### config.mk
export PLATFORM = sky130hd
export DESIGN_NAME = apb_timer_zcx
export DESIGN_NICKNAME = d
export VERILOG_FILES = /design/src/rtl/apb_timer_zcx.sv
export SDC_FILE = /design/constraint.sdc
export NUM_CORES = 1
export LEC_CHECK = 0
export ABC_CLOCK_PERIOD_IN_PS = 2970
export CORE_UTILIZATION = 30
export DETAILED_ROUTE_END_ITERATION = 6
export GPL_TIMING_DRIVEN = 1
export PLACE_DENSITY = 0.59
export REMOVE_ABC_BUFFERS = 1
export SLEW_MARGIN = 15
export SYNTH_ARGS = -nofsm -noshare
export SYNTH_HDL_FRONTEND = slang
export SYNTH_SLANG_ARGS = --single-unit
### constraint.sdc
create_clock -name HCLK -period 2.97 [get_ports HCLK]
set_input_delay 0.594 -clock HCLK [delete_from_list [all_inputs] [get_ports HCLK]]
set_output_delay 0.594 -clock HCLK [all_outputs]
set_load 0.02 [all_outputs]
### src/rtl/apb_timer_zcx.sv
// apb_timer_zcx: 32-bit prescaled down-counting APB timer with reload and IRQ.
// Build option APB_TIMER_SLVERR_EN: PSLVERR on unmapped/misaligned transfers.
module apb_timer_zcx #(
  parameter int ADDRWIDTH = 16,
  parameter int DATAWIDTH = 32,
  parameter int PRESCW    = 8
) (
  input  logic                 HCLK,
  input  logic                 HRESETn,
  input  logic                 PCLKEN,
  input  logic                 PSEL,
  input  logic                 PENABLE,
  input  logic                 PWRITE,
  input  logic [ADDRWIDTH-1:0] PADDR,
  input  logic [DATAWIDTH-1:0] PWDATA,
  output logic [DATAWIDTH-1:0] PRDATA,
  output logic                 PREADY,
  output logic                 PSLVERR,
  output logic                 TIMER_IRQ
);

  logic [2:0]           ctrl_q, ctrl_d;
  logic [DATAWIDTH-1:0] load_q, load_d;
  logic [DATAWIDTH-1:0] value_q, value_d;
  logic [PRESCW-1:0]    presc_q, presc_d;
  logic [PRESCW-1:0]    pcnt_q, pcnt_d;
  logic                 ris_q, ris_d;
  logic [DATAWIDTH-1:0] prdata_q, prdata_d;
  logic                 rd_done_q, rd_done_d;

  logic [2:0]           widx;
  logic                 mapped;
  logic                 acc;
  logic                 wr_en;
  logic                 rd_cap;
  logic                 sel_ctrl, sel_load, sel_value;
  logic                 sel_presc, sel_int;
  logic                 wr_ctrl, wr_load, wr_value;
  logic                 wr_presc, wr_int;
  logic                 match;
  logic                 tick;
  logic                 expire;
  logic [DATAWIDTH-1:0] rmux;

  assign widx   = PADDR[4:2];
  assign mapped = (PADDR[ADDRWIDTH-1:5] == '0) &&
                  (PADDR[1:0] == 2'b00) &&
                  (widx <= 3'd4);

  assign acc    = PSEL & PENABLE;
  assign wr_en  = PCLKEN & acc & PWRITE & mapped;
  assign rd_cap = PCLKEN & acc & ~PWRITE & ~rd_done_q;

  assign sel_ctrl  = mapped & (widx == 3'd0);
  assign sel_load  = mapped & (widx == 3'd1);
  assign sel_value = mapped & (widx == 3'd2);
  assign sel_presc = mapped & (widx == 3'd3);
  assign sel_int   = mapped & (widx == 3'd4);

  assign wr_ctrl  = wr_en & sel_ctrl;
  assign wr_load  = wr_en & sel_load;
  assign wr_value = wr_en & sel_value;
  assign wr_presc = wr_en & sel_presc;
  assign wr_int   = wr_en & sel_int;

  // A VALUE write or a disabling CTRL write in the same cycle swallows the tick.
  assign match  = (pcnt_q == presc_q);
  assign tick   = PCLKEN & ctrl_q[0] & match & ~wr_value &
                  ~(wr_ctrl & ~PWDATA[0]);
  assign expire = tick & (value_q == '0);

  // Read-data mux over the register map; unmapped addresses read as zero.
  always_comb begin
    rmux = '0;
    unique case (1'b1)
      sel_ctrl:  rmux[2:0] = ctrl_q;
      sel_load:  rmux = load_q;
      sel_value: rmux = value_q;
      sel_presc: rmux[PRESCW-1:0] = presc_q;
      sel_int:   rmux[0] = ris_q;
      default:   rmux = '0;
    endcase
  end

  // Next-state for registers, counter, interrupt status and read handshake.
  always_comb begin
    ctrl_d    = ctrl_q;
    load_d    = load_q;
    value_d   = value_q;
    presc_d   = presc_q;
    pcnt_d    = pcnt_q + 1'b1;
    ris_d     = ris_q;
    prdata_d  = prdata_q;
    rd_done_d = 1'b0;

    if (wr_ctrl) begin
      ctrl_d = PWDATA[2:0];
    end else if (expire && ctrl_q[2]) begin
      ctrl_d[0] = 1'b0;
    end

    if (wr_load) begin
      load_d = PWDATA;
    end

    if (wr_presc) begin
      presc_d = PWDATA[PRESCW-1:0];
    end

    if (wr_value) begin
      value_d = PWDATA;
    end else if (tick) begin
      if (value_q != '0) begin
        value_d = value_q - 1'b1;
      end else if (!ctrl_q[2]) begin
        value_d = load_q;
      end
    end

    if (!ctrl_q[0] || wr_value || (wr_ctrl && PWDATA[0]) || match) begin
      pcnt_d = '0;
    end

    ris_d = (ris_q & ~(wr_int & PWDATA[0])) | expire;

    if (acc && !PWRITE) begin
      rd_done_d = ~rd_done_q;
    end

    if (rd_cap) begin
      prdata_d = rmux;
    end
  end

  // All state advances only on PCLKEN-qualified edges.
  always_ff @(posedge HCLK or negedge HRESETn) begin
    if (!HRESETn) begin
      ctrl_q    <= '0;
      load_q    <= '0;
      value_q   <= '0;
      presc_q   <= '0;
      pcnt_q    <= '0;
      ris_q     <= 1'b0;
      prdata_q  <= '0;
      rd_done_q <= 1'b0;
    end else if (PCLKEN) begin
      ctrl_q    <= ctrl_d;
      load_q    <= load_d;
      value_q   <= value_d;
      presc_q   <= presc_d;
      pcnt_q    <= pcnt_d;
      ris_q     <= ris_d;
      prdata_q  <= prdata_d;
      rd_done_q <= rd_done_d;
    end
  end

  assign PRDATA    = prdata_q;
  assign PREADY    = ~(acc & ~PWRITE & ~rd_done_q);
  assign TIMER_IRQ = ris_q & ctrl_q[1];

`ifdef APB_TIMER_SLVERR_EN
  assign PSLVERR = acc & PREADY & ~mapped;
`else
  assign PSLVERR = 1'b0;
`endif

endmodule

; ---- Word-level counts from Yosys, hierarchy flattened
; Index checks and enable logic that the tools add are counted.
[totals]
register_bits = 117
output_inout_bits = 35
[op_classes]
n_addsub = 2
order_cmp = 1
eq_ne = 6
mux = 12
n_bitwise = 35
reduce_logical = 23
[ops]
columns = cell, count
row1 = 32-bit two-way mux, 4
row2 = 24-bit one-hot mux with 2 select lines, 1
row3 = 32-bit logical NOT, 1
row4 = 32-bit nonzero test, 1
row5 = "32-bit by 1-bit subtractor with 32-bit output, second input constant", 1
row6 = 1-bit bitwise AND, 27
row7 = 5-bit one-hot mux with 3 select lines, 1
row8 = 11-bit logical NOT, 1
row9 = 2-bit AND reduction, 5
row10 = "8-bit by 1-bit adder with 8-bit output, second input constant", 1
row11 = 8-bit equality test, 1
row12 = 8-bit two-way mux, 1
row13 = 2-bit one-hot mux with 4 select lines, 1
row14 = 1-bit inverter, 7
row15 = "3-bit by 2-bit equality test with 1-bit output, second input constant", 2
row16 = 1-bit logical AND, 5
row17 = 1-bit one-hot mux with 5 select lines, 1
row18 = 2-bit nonzero test, 2
row19 = "3-bit by 1-bit equality test with 1-bit output, second input constant", 1
row20 = "3-bit equality test, second input constant", 1
row21 = "3-bit <= comparator, second input constant", 1
row22 = 3-bit logical NOT, 1
row23 = 1-bit logical OR, 3
row24 = 1-bit two-way mux, 3
row25 = other kinds (5), 6

; ---- Logic depth before layout (Yosys ltp)
; Gate-level depths: netlist of run 1.
[logic_depth]
ltp_word = 12
ltp_mapped = 12
depth_no_buf = 8

; ---- Worst setup path before layout of run 1
; OpenSTA, ideal clock, no wires.
[synth_timing]
path_kind = reg2reg
start = register value_q[14]
end = register value_q[5]
setup_time_ns = 0.138
arrival_time_ns = 2.794
path_slack_ns = 0.038
stages_incl_launch_ff = 12
path_buffers = 5
cell_sequence = dfrtp_1 buf_6 or4_4 buf_6 or3_4 buf_6 or4_4 buf_6 buf_12 mux2_4 o22ai_1 a31oi_1
[synth_via]
elab_chain_cells = 4
word_cells_on_any_way = 6
classes_between = eq/ne: 1 / mux: 3 / reduce/logical: 2
[synth_lines]
columns = element, line
row1 = from (decl), 24  ; logic [DATAWIDTH-1:0] value_q, value_d;
row2 = from (signal assigned), 149  ; value_q <= value_d;
row3 = 32-bit nonzero test (*), 113  ; if (value_q != '0) begin
row4 = 32-bit two-way mux, 113
row5 = 32-bit two-way mux, 112  ; end else if (tick) begin
row6 = 32-bit two-way mux, 110  ; if (wr_value) begin
; Mark *: on every way between the ends. The rest lies on a longest branch, timed or not. The select of a mux whose other input is x is not followed.
; A chain may end at the register's enable or synchronous reset.

; ---- Worst setup path after layout of run 1
[layout_timing]
start = register value_q[17]
end = register value_q[5]
; The elaborated chain is that of the path after synthesis.

==> results of run 1 <==
-- flip-flops by register name (all words and copies together), names as in the netlist --
signal and flops:
PRDATA 32, ctrl_q 3, load_q 32, pcnt_q 8, presc_q 8, rd_done_q 1, ris_q 1, value_q 32
-- kinds of logic after synthesis --
group | Yosys count | share of synthesized area [%]
AOI/OAI and AO/OA | 175 | 18.16
xor gates and xnor gates | 21 | 2.796
adders and majority gates | 3 | 0.5706
buffers and inverters | 64 | 5.078
DFF | 117 | 44.50
muxes | 60 | 10.67
other | 1 | 0.05700
and+or+nand+nor | 235 | 18.16
-- layout by cell type, fill, tap and decap left out, drive strengths merged, types with 3 or more instances in the layout --
master           n
nor4            16
nor2            40
or2              5
xnor2           15
bufinv           5
o21bai           5
dfrtp          117
mux2i            6
clkdlybuf4s50   86
nor3            18
and2             5
a31oi            8
a22o             4
o31ai           14
xor2             6
inv             16
or3              9
ha               3
and3             8
a21oi           19
o2bb2ai          4
or4              9
nand3           22
nand2           75
buf             60
o211ai           6
clkbuf          24
nor4bb           3
o22a             3
a2bb2oi          4
a22oi           31
a211o            3
o22ai            7
nand2b           3
o21ai           43
nand4           13
a21o             9
mux2            52
-- where the power goes --
group	switching, mW	internal, mW
sequential	0.115	1.66
clock	0.751	1.60
combinational	0.456	0.343
total	1.32	3.61
-- critical path: cells and delay by family (launching register included) --
| family | cells | cell delay (ns) |
|---|---|---|
| buffers and inverters | 1 | 0.23 |
| AND/OR/NAND/NOR | 3 | 1.51 |
| multiplexers | 1 | 0.31 |
| flip-flops | 1 | 0.43 |
| AO/OA/AOI/OAI | 2 | 0.16 |
-- routing by layer --
metal  global-route usage [%]  vias up
li1                         -     2744
met1                    24.42     2787
met2                    28.96      160
met3                    4.543       29
met4                    5.909        0
met5                        0        -
-- path summary, 6_finish.rpt --
check                                        start                      to  slack [ns]
min in group HCLK           PRDATA[24]$_DFFE_PN0P_  PRDATA[24]$_DFFE_PN0P_        0.47
max                        value_q[17]$_DFFE_PN0P_  value_q[5]$_DFFE_PN0P_        0.20
max in group asynchronous                  HRESETn   load_q[6]$_DFFE_PN0P_        1.98
min                                        HRESETn  PRDATA[21]$_DFFE_PN0P_        0.22
min reg2reg                 PRDATA[24]$_DFFE_PN0P_  PRDATA[24]$_DFFE_PN0P_        0.47
max reg2reg                value_q[17]$_DFFE_PN0P_  value_q[5]$_DFFE_PN0P_        0.20
-- cell type report --
cell class                      count  area, um^2
Tap cell                          275       344.1
Clock inverter                      7       166.4
Timing Repair Buffer              146        1399
Sequential cell                   117        2928
Multi-Input combinational cell    495        3326
Fill cell                        2097       12560
Inverter                           16       60.06
Clock buffer                       24       501.7
==> results by group, run 1 <==
Outcome
  – Outcome: finished clean

CTS
  – Cts bufs inserted: 17
  – Count of cells resized by post-cts repair: 0
  – TritonCTS clock tree: built
  – Source-to-sink clock delay at the later pin of the worst-skew pair: 0.43 ns
  – Number of buffers inserted by post-CTS setup repair: 0
  – Library cell used as clock root buffer: clkbuf_16
  – Max Buffers Root-to-Sink: 2
  – # clock sinks: 117
  – Clock transition at path regs: 0.06 ns
  – Hold buffers post-CTS: 0
  – Max H-tree Level: 4

STA
  – Final critical path time including I/O delays and setup: 2.775 ns
  – RSZ-0062 raised after global routing: no
  – Maximum frequency from static timing analysis: 360.4 MHz
  – Portion of the clock cycle consumed by the worst path in the final layout: 93.42%
  – Min Hold Slack: 0.2209 ns
  – Setup-failing EPs final: 0
  – Total negative slack: 0 ns
  – Number of hold-slack violations in the final timing report: 0
  – Slew HR: 51.53%
  – Final worst clock skew: 0.007611 ns
  – Worst Tran Pin Value: 0.7271 ns
  – Fin. max-slew vios: 0
  – Final setup slack of the worst path: 0.1954 ns

GRT
  – Pin count of the biggest net entering global routing: 66
  – Number of global-route vias before repair: 5736
  – Remaining global-route overflow: 0
  – Initial antenna violation count: 0
  – Wire length of the first global-routing pass: 31500 um
  – Global router's overall resource usage: 18.32%

Power
  – Total chip power: 4.927 mW
  – Static leakage: 3.802 nW
  – Power per Cell Area: 564.8 nW/um^2
  – IR drop worst, VDD: 0.0003409 V

Cells and area
  – Count of non-filler cells in the finished layout: 1080
  – Final instance area: 8725 um^2
  – Final Core Density: 40.99%
  – Number of diodes added for antenna fixing: 0
  – Share of final-layout standard cells stronger than drive strength 1: 20.62%
  – Area growth from synthesis to final layout: 32.62%
  – Total Nets Final: 850

Placement
  – Placed standard-cell area: 8056 um^2
  – Post-detail-place hpwl: 13930 um
  – Placer congestion estimate: 0.9250
  – Quantity of I/O buffers inserted on ports: 87
  – Pre-CTS WS: 0.05982 ns
  – Placed cells: 1049

Synth
  – Yosys top cell by area: dfrtp_1
  – Primary flip-flop cell chosen by synthesis mapping: dfrtp_1
  – Leading cell types by total area after synthesis: dfrtp_1 (45%), mux2_2 (8.4%), nand2_1 (4.3%)
  – Share of synthesized area occupied by flip-flops and latches: 44.50%
  – Fraction of registers with async set or reset after synthesis: 100.0%
  – Most repeated cell in the gate-level netlist after synthesis: dfrtp_1
  – Area of the mapped netlist: 6579 um^2
  – Average size of a mapped cell: 9.732 um^2
  – Register bit total from synthesis: 117
  – Share of the synthesized area in the top cell type: 44.50%
  – Count of distinct cell types in the synthesized netlist: 73
  – Synthesized instance count: 676
  – Post-synth EDFFs: 0
  – Warnings, synthesis: 0
  – List of most frequent post-synthesis cells: dfrtp_1 (117), nand2_1 (75), mux2_2 (49), o21ai_0 (41), nor2_1 (40)

Drt
  – DRT iter0 DRCs: 349
  – Met3 routed wirelength: 994 um
  – Drt via density: 5.296
  – Sum of routed wire segments on met1: 9148 um
  – Routed wire length: 19470 um
  – Pre-antenna DRT Iters: 5
  – DRT antenna net count: 0
  – Per-cell routed wire length: 18.02 um
  – Routed length on met2: 8974 um
  – Uppermost layer routed: met4
  – Total number of vias: 5720
  – Detailed-route DRC error count: 0

Setup path
  – Endpoint arrival time on the critical path: 3.08 ns
  – Maximum net fanout on the critical path: 16
  – Cell mode on critical path: or4_4
  – Critical-path cell with the highest stage delay: or4_4
  – Worst EP required: 3.27 ns
  – CP Capture Type: register
  – CP Cell Sequence: or4_4 > or3_4 > or4_4 > buf_4 > mux2_4 > o22ai_1 > a31oi_1
  – Slowest stage delay, CP: 0.56 ns
  – Worst setup path category: reg -> reg
  – Depth of the worst register-to-register path: 7
  – Startpoint type of the worst setup path: register

Floorplanning
  – Die Outline Area: 22530 um^2
  – Number of cell rows: 53
  – Core Footprint: 21290 um^2
  – Die boundary height: 150.1 um
  – Starting utilization of the core area: 30.91%
  – Horizontal extent of the die: 150.1 um
  – Io pins: 89

Job
  – Max Cap Violations: 0

Min path
  – Type of the tightest min-delay check: in -> async
(Power assumes the default switching activity.)
==> run 2: changes to the inputs <==
--- a/config.mk
+++ b/config.mk
@@ -7,6 +7,7 @@
 export LEC_CHECK = 0
 export ABC_CLOCK_PERIOD_IN_PS = 2970
 export CORE_UTILIZATION = 30
+export CTS_BUF_LIST = sky130_fd_sc_hd__clkbuf_8 sky130_fd_sc_hd__clkbuf_16
 export DETAILED_ROUTE_END_ITERATION = 6
 export GPL_TIMING_DRIVEN = 1
 export PLACE_DENSITY = 0.59
==> constraint.sdc (replaced) <==
create_clock -name HCLK -period 2.97 [get_ports HCLK]
set_input_delay 0.7425 -clock HCLK [delete_from_list [all_inputs] [get_ports HCLK]]
set_output_delay 0.7425 -clock HCLK [all_outputs]
set_load 0.02 [all_outputs]
==> results by group, run 2 (synthesis results as in run 1) <==
STA
  – Maximum frequency from static timing analysis: 356.6 MHz (was 360.4 MHz)
  – Total negative slack: 0 ns (unchanged)
  – Slew HR: 66.67% (was 51.53%)
  – Portion of the clock cycle consumed by the worst path in the final layout: 94.42% (was 93.42%)
  – Setup-failing EPs final: 0 (unchanged)
  – Final critical path time including I/O delays and setup: 2.804 ns (was 2.775 ns)
  – RSZ-0062 raised after global routing: no (unchanged)
  – Final worst clock skew: 0.01179 ns (was 0.007611 ns)
  – Number of hold-slack violations in the final timing report: 0 (unchanged)
  – Fin. max-slew vios: 0 (unchanged)
  – Worst Tran Pin Value: 0.4953 ns (was 0.7271 ns)

GRT
  – Initial antenna violation count: 0 (unchanged)
  – Global routing's busiest layer: met2 (unchanged)
  – Met1 usage in global routing: 24.57% (was 24.42%)
  – Remaining global-route overflow: 0 (unchanged)
  – Global-route met3 utilization: 3.628% (was 4.543%)
  – Global routing met2 resource utilization: 29.26% (was 28.96%)
  – Global router's overall resource usage: 18.49% (was 18.32%)
  – Wire length of the first global-routing pass: 31800 um (was 31500 um)
  – Number of global-route vias before repair: 5911 (was 5736)
  – Pin count of the biggest net entering global routing: 66 (unchanged)

Floorplanning
  – Io pins: 89 (unchanged)
  – Starting utilization of the core area: 30.91% (unchanged)
  – Number of cell rows: 53 (unchanged)
  – Die boundary height: 150.1 um (unchanged)
  – Horizontal extent of the die: 150.1 um (unchanged)
  – Die Outline Area: 22530 um^2 (unchanged)
  – Core Footprint: 21290 um^2 (unchanged)

Setup path
  – Maximum net fanout on the critical path: 25 (was 16)
  – Worst EP required: 3.27 ns (about the same)
  – Worst setup path category: reg -> reg (unchanged)
  – Startpoint type of the worst setup path: register (unchanged)
  – CP Capture Type: register (unchanged)
  – Depth of the worst register-to-register path: 7 (unchanged)
  – Endpoint arrival time on the critical path: 3.10 ns (was 3.08 ns)

Placement
  – Quantity of I/O buffers inserted on ports: 87 (unchanged)
  – Placer congestion estimate: 0.9349 (was 0.9250)
  – Post-detail-place hpwl: 14060 um (was 13930 um)
  – Placed standard-cell area: 8074 um^2 (was 8056 um^2)

Cells and area
  – Area growth from synthesis to final layout: 31.36% (was 32.62%)
  – Commonest non-fill, non-tap cells in the layout: dfrtp_1 (117), clkdlybuf4s50_1 (86), nand2_1 (74) (unchanged)
  – Fill cell count: 2042 (was 2097)
  – Final instance area: 8642 um^2 (was 8725 um^2)
  – Number of diodes added for antenna fixing: 0 (unchanged)
  – Total Nets Final: 854 (was 850)
  – Most common cell after layout, fill and taps aside: dfrtp_1 (unchanged)
  – Share of final-layout standard cells stronger than drive strength 1: 21.23% (was 20.62%)

CTS
  – Clock transition at path regs: 0.06 ns (about the same)
  – # clock sinks: 117 (unchanged)
  – Max H-tree Level: 4 (unchanged)
  – TritonCTS clock tree: built (unchanged)
  – Library cell used as clock root buffer: clkbuf_16 (unchanged)
  – Cts bufs inserted: 17 (unchanged)
  – Number of buffers inserted by post-CTS setup repair: 0 (unchanged)
  – Source-to-sink clock delay at the later pin of the worst-skew pair: 0.42 ns (was 0.43 ns)
  – Max Buffers Root-to-Sink: 2 (unchanged)

Drt
  – Drt via density: 5.318 (was 5.296)
  – DRT iter0 DRCs: 418 (was 349)
  – Detailed-route DRC error count: 0 (unchanged)
  – Pre-antenna DRT Iters: 5 (unchanged)
  – Routed wire length: 19510 um (was 19470 um)
  – Per-cell routed wire length: 17.98 um (was 18.02 um)
  – DRT antenna net count: 0 (unchanged)
  – Total number of vias: 5770 (was 5720)

Power
  – Power per Cell Area: 531.1 nW/um^2 (was 564.8 nW/um^2)
  – IR drop worst, VDD: 0.0003474 V (was 0.0003409 V)
  – Static leakage: 3.776 nW (was 3.802 nW)

Outcome
  – Outcome: finished clean (unchanged)

Job
  – Max Cap Violations: 0 (unchanged)

Min path
  – Type of the tightest min-delay check: in -> async (unchanged)
[run 2: cell count changes in the layout (fill, tap and decap cells not counted), sizes merged]
cell      delta
clkinv       +5
clkbuf       -5
buf          +4
inv          +3
bufinv       -4
clkinvlp     +2
[run 2: final timing paths]
kind / slack, ns / end / start
setup / recovery: 0.17 / value_q[18]$_DFFE_PN0P_ / value_q[17]$_DFFE_PN0P_
hold / removal: 0.29 / load_q[20]$_DFFE_PN0P_ / HRESETn
setup reg to reg: 0.17 / value_q[18]$_DFFE_PN0P_ / value_q[17]$_DFFE_PN0P_
hold reg to reg: 0.47 / PRDATA[27]$_DFFE_PN0P_ / PRDATA[27]$_DFFE_PN0P_
max in group asynchronous: 2.02 / pcnt_q[7]$_DFFE_PN0P_ / HRESETn
min in group HCLK: 0.47 / PRDATA[27]$_DFFE_PN0P_ / PRDATA[27]$_DFFE_PN0P_
[run 2: through the flow]
stage / cells / util, % / setup WS [ns] / hold slack [ns] / total power, mW
final: 1085 / 40.60 / 0.1658 / 0.2883 / 4.590
after global routing: 1085 / 40.60 / 0.06213 / 0.3204 / 4.800
after CTS: 1085 / 40.57 / 0.07836 / 0.2955 / 4.631
after detailed placement: 1053 / 37.93 / -0.06808 / 0.4689 / 2.660
after global placement: 1053 / 37.93 / -0.05200 / 0.4602 / 2.640
after floorplan: 628 / - / -1.155 / 0.4469 / 2.209
[run 2: critical path: stages, from the launching register on]
cell and delay, ns:
dfrtp_1 0.43, or4_4 0.56, or3_4 0.39, or4_4 0.56, buf_12 0.18, mux2_2 0.27, a21oi_1 0.19, o31ai_1 0.09
[run 2: repair_timing]
action	in CTS	in global routing
resized for setup	0	1
hold buffers	0	0
endpoints found under the setup margin	0	1
[run 2: final cells by class]
cell class	instances	area, um^2	share of cell area, %
tap	275	344.1	3.981
sequential	117	2928	33.88
timing repair buffer	150	1416	16.39
inverter	16	60.06	0.6949
multi-input combinational	495	3331	38.54
clock inverter	13	110.1	1.274
clock buffer	19	452.9	5.241
[run 2: layer usage]
metal  wire length (um)  part of all wire, %  vias to the layer above
li1                   -                    -                     2750
met1               9074                   47                     2794
met2               8987                   46                      185
met3                917                  4.7                       41
met4                527                  2.7                        0
met5                  0                    0                        -
[run 2: where the power goes]
group          internal, mW  switching (mW)
clock network          1.19           0.765
logic                 0.394           0.468
registers              1.66           0.111
==> run 3: changes to the inputs <==
--- a/config.mk
+++ b/config.mk
@@ -8,6 +8,7 @@
 export ABC_CLOCK_PERIOD_IN_PS = 2970
 export CORE_UTILIZATION = 30
 export CTS_BUF_LIST = sky130_fd_sc_hd__clkbuf_8 sky130_fd_sc_hd__clkbuf_16
+export CTS_CLUSTER_DIAMETER = 100
 export DETAILED_ROUTE_END_ITERATION = 6
 export GPL_TIMING_DRIVEN = 1
 export PLACE_DENSITY = 0.59
==> results of run 3 <==
Same layout as run 2: the final DEF is identical, and so are final timing and power.
==> variant 1: new RTL, flow settings as in run 1 <==
Add a define of `APB_TIMER_SLVERR_EN`.
--- a/src/rtl/apb_timer_zcx.sv
+++ b/src/rtl/apb_timer_zcx.sv
@@ -1,5 +1,7 @@
 // apb_timer_zcx: 32-bit prescaled down-counting APB timer with reload and IRQ.
 // Build option APB_TIMER_SLVERR_EN: PSLVERR on unmapped/misaligned transfers.
+`define APB_TIMER_SLVERR_EN
+
 module apb_timer_zcx #(
   parameter int ADDRWIDTH = 16,
   parameter int DATAWIDTH = 32,
Behaviour: not the same (Yosys sat finds a counterexample within 4 cycles, from zero or initial values and one cycle with HRESETn low).
==> variant 1 against run 1 <==
Wire length increased by 6.3%; count of clock-buffer cells in the layout decreased by 1; worst setup slack got worse by 0.16 ns; critical path depth grew 3; power rose by 4.3%; synthesized area down 1.9%; worst hold slack got worse by 0.064 ns; sequential cell count unchanged; final area increased by 1.3%; critical path type is now primary input to register; largest cell class unchanged.
==> variant 1: results (changes against run 1) <==
* Status: finished, final reports clean
* RD Place Congestion at 0.8744 (-5.5%)
* Clock transition at the registers of the reported paths at 0.06 ns (about the same)
* Critical Path AT at 3.28 ns (+0.20 ns)
* DRC viols at 0 (unchanged)
* Ratio of cells with drive above 1 in the final layout at 0.2139 (+0.007648)
* Min Tclk post-route at 2.932 ns (+0.1578 ns)
* Nets@finish at 882 (+3.8%)
* Vias at 6032 (+5.5%)
* Placed cells at 1081 (+3.1%)
* Slew HR at 0.3341 (-0.1812)
* Met1 global-route usage at 0.2602 (+0.01602)
* Diodes inserted at 0 (unchanged)
* Fillers at 2070 (-1.3%)
* Sequential fraction of the synthesis area at 0.4535 (+0.008452)
* M3 GR Usage at 0.03896 (-0.006470)
* Clock Latency Late Sink at 0.42 ns
* Top FF cell, synth: dfrtp_1
* Global-route wire length before repair at 32890 µm (+4.4%)
* Synth top cells by count: dfrtp_1 (117), nor2_1 (80), nand2_1 (57)
* Largest net degree at the start of global routing at 64 (-3.0%)
* Met2 usage at 0.3121 (+0.02257)
* Worst path top cell family by delay: simple AND/OR/NAND/NOR gates
* Largest stage delay on the critical path at 0.60 ns (+0.04 ns)
* DR iter-0 viols at 439 (+26%)
* Drt pass-1 iters at 5 (unchanged)
* Initial antenna violation count at 0 (unchanged)
* Number of distinct library cells after synthesis at 60 (-18%)
* Synth warn at 0 (unchanged)
* Root Buffer: clkbuf_16
* Dpl hpwl at 14540 µm (+4.4%)
* Port Buffers at 88 (+1.1%)
* Top cells by area, synth: dfrtp_1 (45%), mux2_2 (8.4%), nor2_1 (4.7%)
* Number of global-route vias before repair at 5847 (+1.9%)
* Post-CTS Setup Bufs at 0 (unchanged)
* Placed cell areas at 8204 µm² (+1.8%)
* GRT Total Usage at 0.1950 (+0.01179)
* Post-Route Skew at 0.01103 ns (+0.003418 ns)
* H-tree Lvls at 4 (unchanged)
* CP max FO at 15 (-1)
* Maxcap violations at 0 (unchanged)
* Post-synthesis instance total at 679 (+0.44%)
* CTS buffer count at 17 (unchanged)
* Drt total wl at 20700 µm (+6.3%)
* CTS max path bufs at 2 (unchanged)
* HP Class: primary input to asynchronous set/reset pin
* CP max-delay cell: or4_1
* Routed length per placed instance at 18.62 µm (+3.3%)
* Leakage at 3.835 nW (+0.89%)
* Peak supply drop at 0.0004168 V (+22%)
* Asr flop ratio synth at 1.000 (unchanged)
## variant 1: cell types whose count changed after synthesis, sizes merged, moves of 5 or more
cell           run 1  this run
nor2              40        80
a21oi             19        39
a221oi             1        21
nand2             75        58
a22oi             31        15
inv               16         8
or3                9        17
o22ai              7         0
o31ai             14         7
a21o               9         4
o21ai             43        38
o21bai             5         0
## variant 1: layer usage
layer	part of all wire	wire length, µm	vias up
met1	0.46	9515	2980
met5	0	0	-
met3	0.050	1034	34
met4	0.019	398	0
li1	-	-	2832
met2	0.47	9752	186
## variant 1: what timing repair did
| action | 4_1_cts | 5_1_grt |
|---|---|---|
| hold endpoints to repair | 0 | 0 |
| pin swaps | 0 | 0 |
| gates cloned | 0 | 0 |
| setup endpoints to repair | 1 | 8 |
| resized for setup | 1 | 2 |
## variant 1: cell type report
class / instances / area, µm² / share of cell area
clock buffers: 23 / 478.0 / 0.05408
multi-input cells: 507 / 3299 / 0.3734
flip-flops and latches: 117 / 2928 / 0.3313
well taps: 275 / 344.1 / 0.03894
inverters: 9 / 33.78 / 0.003823
repair buffers: 173 / 1607 / 0.1818
clock inverters: 8 / 147.6 / 0.01671
## variant 1: worst paths after layout
| check | start | endpoint | slack, ns | depth (start not counted) |
|---|---|---|---|---|
| worst max-delay path | PADDR[12] | value_q[20] | 0.04 | 10 |
| worst min-delay path | HRESETn | PRDATA[0] | 0.16 | 1 |
| worst max register to register | value_q[16] | value_q[15] | 0.08 | 7 |
| worst min register to register | PRDATA[27] | PRDATA[27] | 0.48 | 2 |
| max in group asynchronous | HRESETn | value_q[7] | 2.07 | 2 |
| min in group HCLK | PRDATA[27] | PRDATA[27] | 0.48 | 2 |
## variant 1: kinds of logic (layout without fill, tap and decap cells)
kind of cell | count (synthesis) | in the layout | synth area share
xor gates and xnor gates | 16 | 16 | 0.02170
DFF | 117 | 117 | 0.4535
adders and majority gates | 3 | 3 | 0.005815
muxes | 54 | 54 | 0.09884
and+or+nand+nor | 262 | 262 | 0.2012
AOI/OAI and AO/OA | 172 | 172 | 0.1810
buffers and inverters | 55 | 213 | 0.03798
## variant 1: through the flow
stage            util  worst slack, ns  setup TNS (ns)
6_report       0.4191          0.03762               0
5_1_grt        0.4191         0.001062               0
4_1_cts        0.4187          0.06041               0
3_5_place_dp   0.3890          -0.3247          -13.36
3_3_place_gp   0.3890          -0.3309          -15.05
2_1_floorplan       -          -0.8415          -32.12
## variant 1: report_power, final
group / total (W) / switching (W) / internal [W] / leakage (nW)
combinational: 0.000997 / 0.000517 / 0.000480 / 2.01
sequential: 0.00194 / 0.000190 / 0.00175 / 1.53
clock: 0.00221 / 0.000743 / 0.00146 / 0.295
==> variant 2: new RTL, settings of run 1 <==
Made on the original files. Register the output `TIMER_IRQ`, without a reset; this adds one clock of latency there. The other outputs are not delayed to match.
--- a/src/rtl/apb_timer_zcx.sv
+++ b/src/rtl/apb_timer_zcx.sv
@@ -157,7 +157,9 @@
 
   assign PRDATA    = prdata_q;
   assign PREADY    = ~(acc & ~PWRITE & ~rd_done_q);
-  assign TIMER_IRQ = ris_q & ctrl_q[1];
+  always_ff @(posedge HCLK) begin
+    TIMER_IRQ <= ris_q & ctrl_q[1];
+  end
 
 `ifdef APB_TIMER_SLVERR_EN
   assign PSLVERR = acc & PREADY & ~mapped;
Behaviour: not the same (a bounded check fails within 4 cycles, from zero or initial values and one cycle with HRESETn low).
==> variant 2 against run 1 <==
Wire length increased by 0.44%; power down 0.68%; count of clock-buffer cells in the layout fell by 3; sequential cell count increased by 1; synthesized cell count increased by 0.15%; final area up 0.14%; synthesized area is 0.30% higher; maximum frequency is 3.5% lower; sequential share of layout area rose by 0.18 points; final cell count increased by 0.56%; via count rose by 1.2%; worst setup slack worse by 0.10 ns; combinational power rose by 5.8%; critical endpoint is now value_q[10]; largest cell class unchanged.
==> variant 2: results (changes against run 1) <==
* Status: finished, final reports clean
* Number of distinct library cells after synthesis at 74 (+1.4%)
* Global-route wire length before repair at 31460 µm (-0.11%)
* Routed length per placed instance at 18.00 µm (-0.12%)
* Number of global-route vias before repair at 5690 (-0.80%)
* Switching part of the total at 0.2790 (+0.01068)
* Critical Path AT at 3.17 ns (+0.09 ns)
* Nets@finish at 855 (+0.59%)
* Top cells by area, synth: dfrtp_1 (44%), mux2_2 (8.4%), nand2_1 (4.3%)
* Sequential fraction of the synthesis area at 0.4467 (+0.001684)
* CP max FO at 11 (-5)
* Vias at 5788 (+1.2%)
* Asr flop ratio synth at 0.9915 (-0.008475)
* GRT Total Usage at 0.1828 (-0.0004202)
* Worst path top cell family by delay: simple AND/OR/NAND/NOR gates
* Ratio of cells with drive above 1 in the final layout at 0.2121 (+0.005873)
* Slew HR at 0.6609 (+0.1456)
* DR iter-0 viols at 400 (+15%)
* Worst r2r path cells at 8 (+1)
* RD Place Congestion at 0.9191 (-0.64%)
* Post-Route Skew at 0.01086 ns (+0.003251 ns)
* CP max-delay cell: or4_4
* Fillers at 2052 (-2.1%)
* Clock transition at the registers of the reported paths at 0.06 ns (about the same)
* Placed cell areas at 8094 µm² (+0.47%)
* Peak supply drop at 0.0003669 V (+7.6%)
* Post-synthesis instance total at 677 (+0.15%)
* Fin cells at 1086 (+0.56%)
* Leakage at 3.807 nW (+0.13%)
* Post-synth top area share at 0.4437 (-0.001350)
## variant 2: changes by cell type in the layout (fill, tap and decap cells not counted), sizes merged
| cell | change |
|---|---|
| clkinvlp | +3 |
| clkinv | +2 |
| dfxtp | +1 |
| bufinv | -1 |
| buf | +4 |
| clkbuf | -3 |
## variant 2: metal layers
| layer | global-route usage | wire [µm] | up-vias |
|---|---|---|---|
| li1 | - | - | 2751 |
| met1 | 0.2481 | 9042 | 2858 |
| met2 | 0.2889 | 9192 | 151 |
| met3 | 0.03697 | 931 | 28 |
| met4 | 0.06111 | 386 | 0 |
| met5 | 0 | 0 | - |
## variant 2: stage by stage
| stage | setup slack (ns) | setup TNS [ns] |
|---|---|---|
| 4_1_cts | 0.09787 | 0 |
| 5_1_grt | 0.02084 | 0 |
| 3_5_place_dp | 0.06254 | 0 |
| 3_3_place_gp | 0.07973 | 0 |
| 6_report | 0.09352 | 0 |
| 2_1_floorplan | -1.007 | -19.94 |
## variant 2: cells by family (layout without fill, tap and decap cells)
family | count (synthesis) | count (layout) | share of synthesized area
other cells | 1 | 1 | 0.0005683
mux | 60 | 60 | 0.1064
fa+ha+maj | 3 | 3 | 0.005689
compound gates | 175 | 175 | 0.1811
flops | 118 | 118 | 0.4467
simple gates | 235 | 235 | 0.1811
buf+inv | 64 | 198 | 0.05063
xor+xnor | 21 | 21 | 0.02787
## variant 2: power by group through the flow
stage	Clock, W	Combinational [W]	Sequential, W
finish	0.00226	0.000845	0.00179
global route	0.00235	0.000923	0.00181
CTS	0.00228	0.000850	0.00179
detailed placement	0	0.000847	0.00182
global placement	0	0.000833	0.00182
floorplan	0	0.000446	0.00178
## variant 2: path summary, 6_finish.rpt
check	start	endpoint	slack, ns
worst max-delay path	value_q[17]	value_q[10]	0.09
worst min-delay path	HRESETn	PRDATA[0]	0.05
worst max register to register	value_q[17]	value_q[10]	0.09
worst min register to register	PRDATA[24]	PRDATA[24]	0.47
max in group asynchronous	HRESETn	PRDATA[20]	2.13
min in group HCLK	PRDATA[24]	PRDATA[24]	0.47
## variant 2: layout make-up
class                   instances  area [µm²]  share of cell area
repair buffers                150        1416              0.1621
clock buffers                  21       470.5             0.05385
inverters                      16       60.06            0.006874
clock inverters                11       172.7             0.01976
multi-input cells             495        3326              0.3806
flip-flops and latches        118        2948              0.3374
well taps                     275       344.1             0.03938
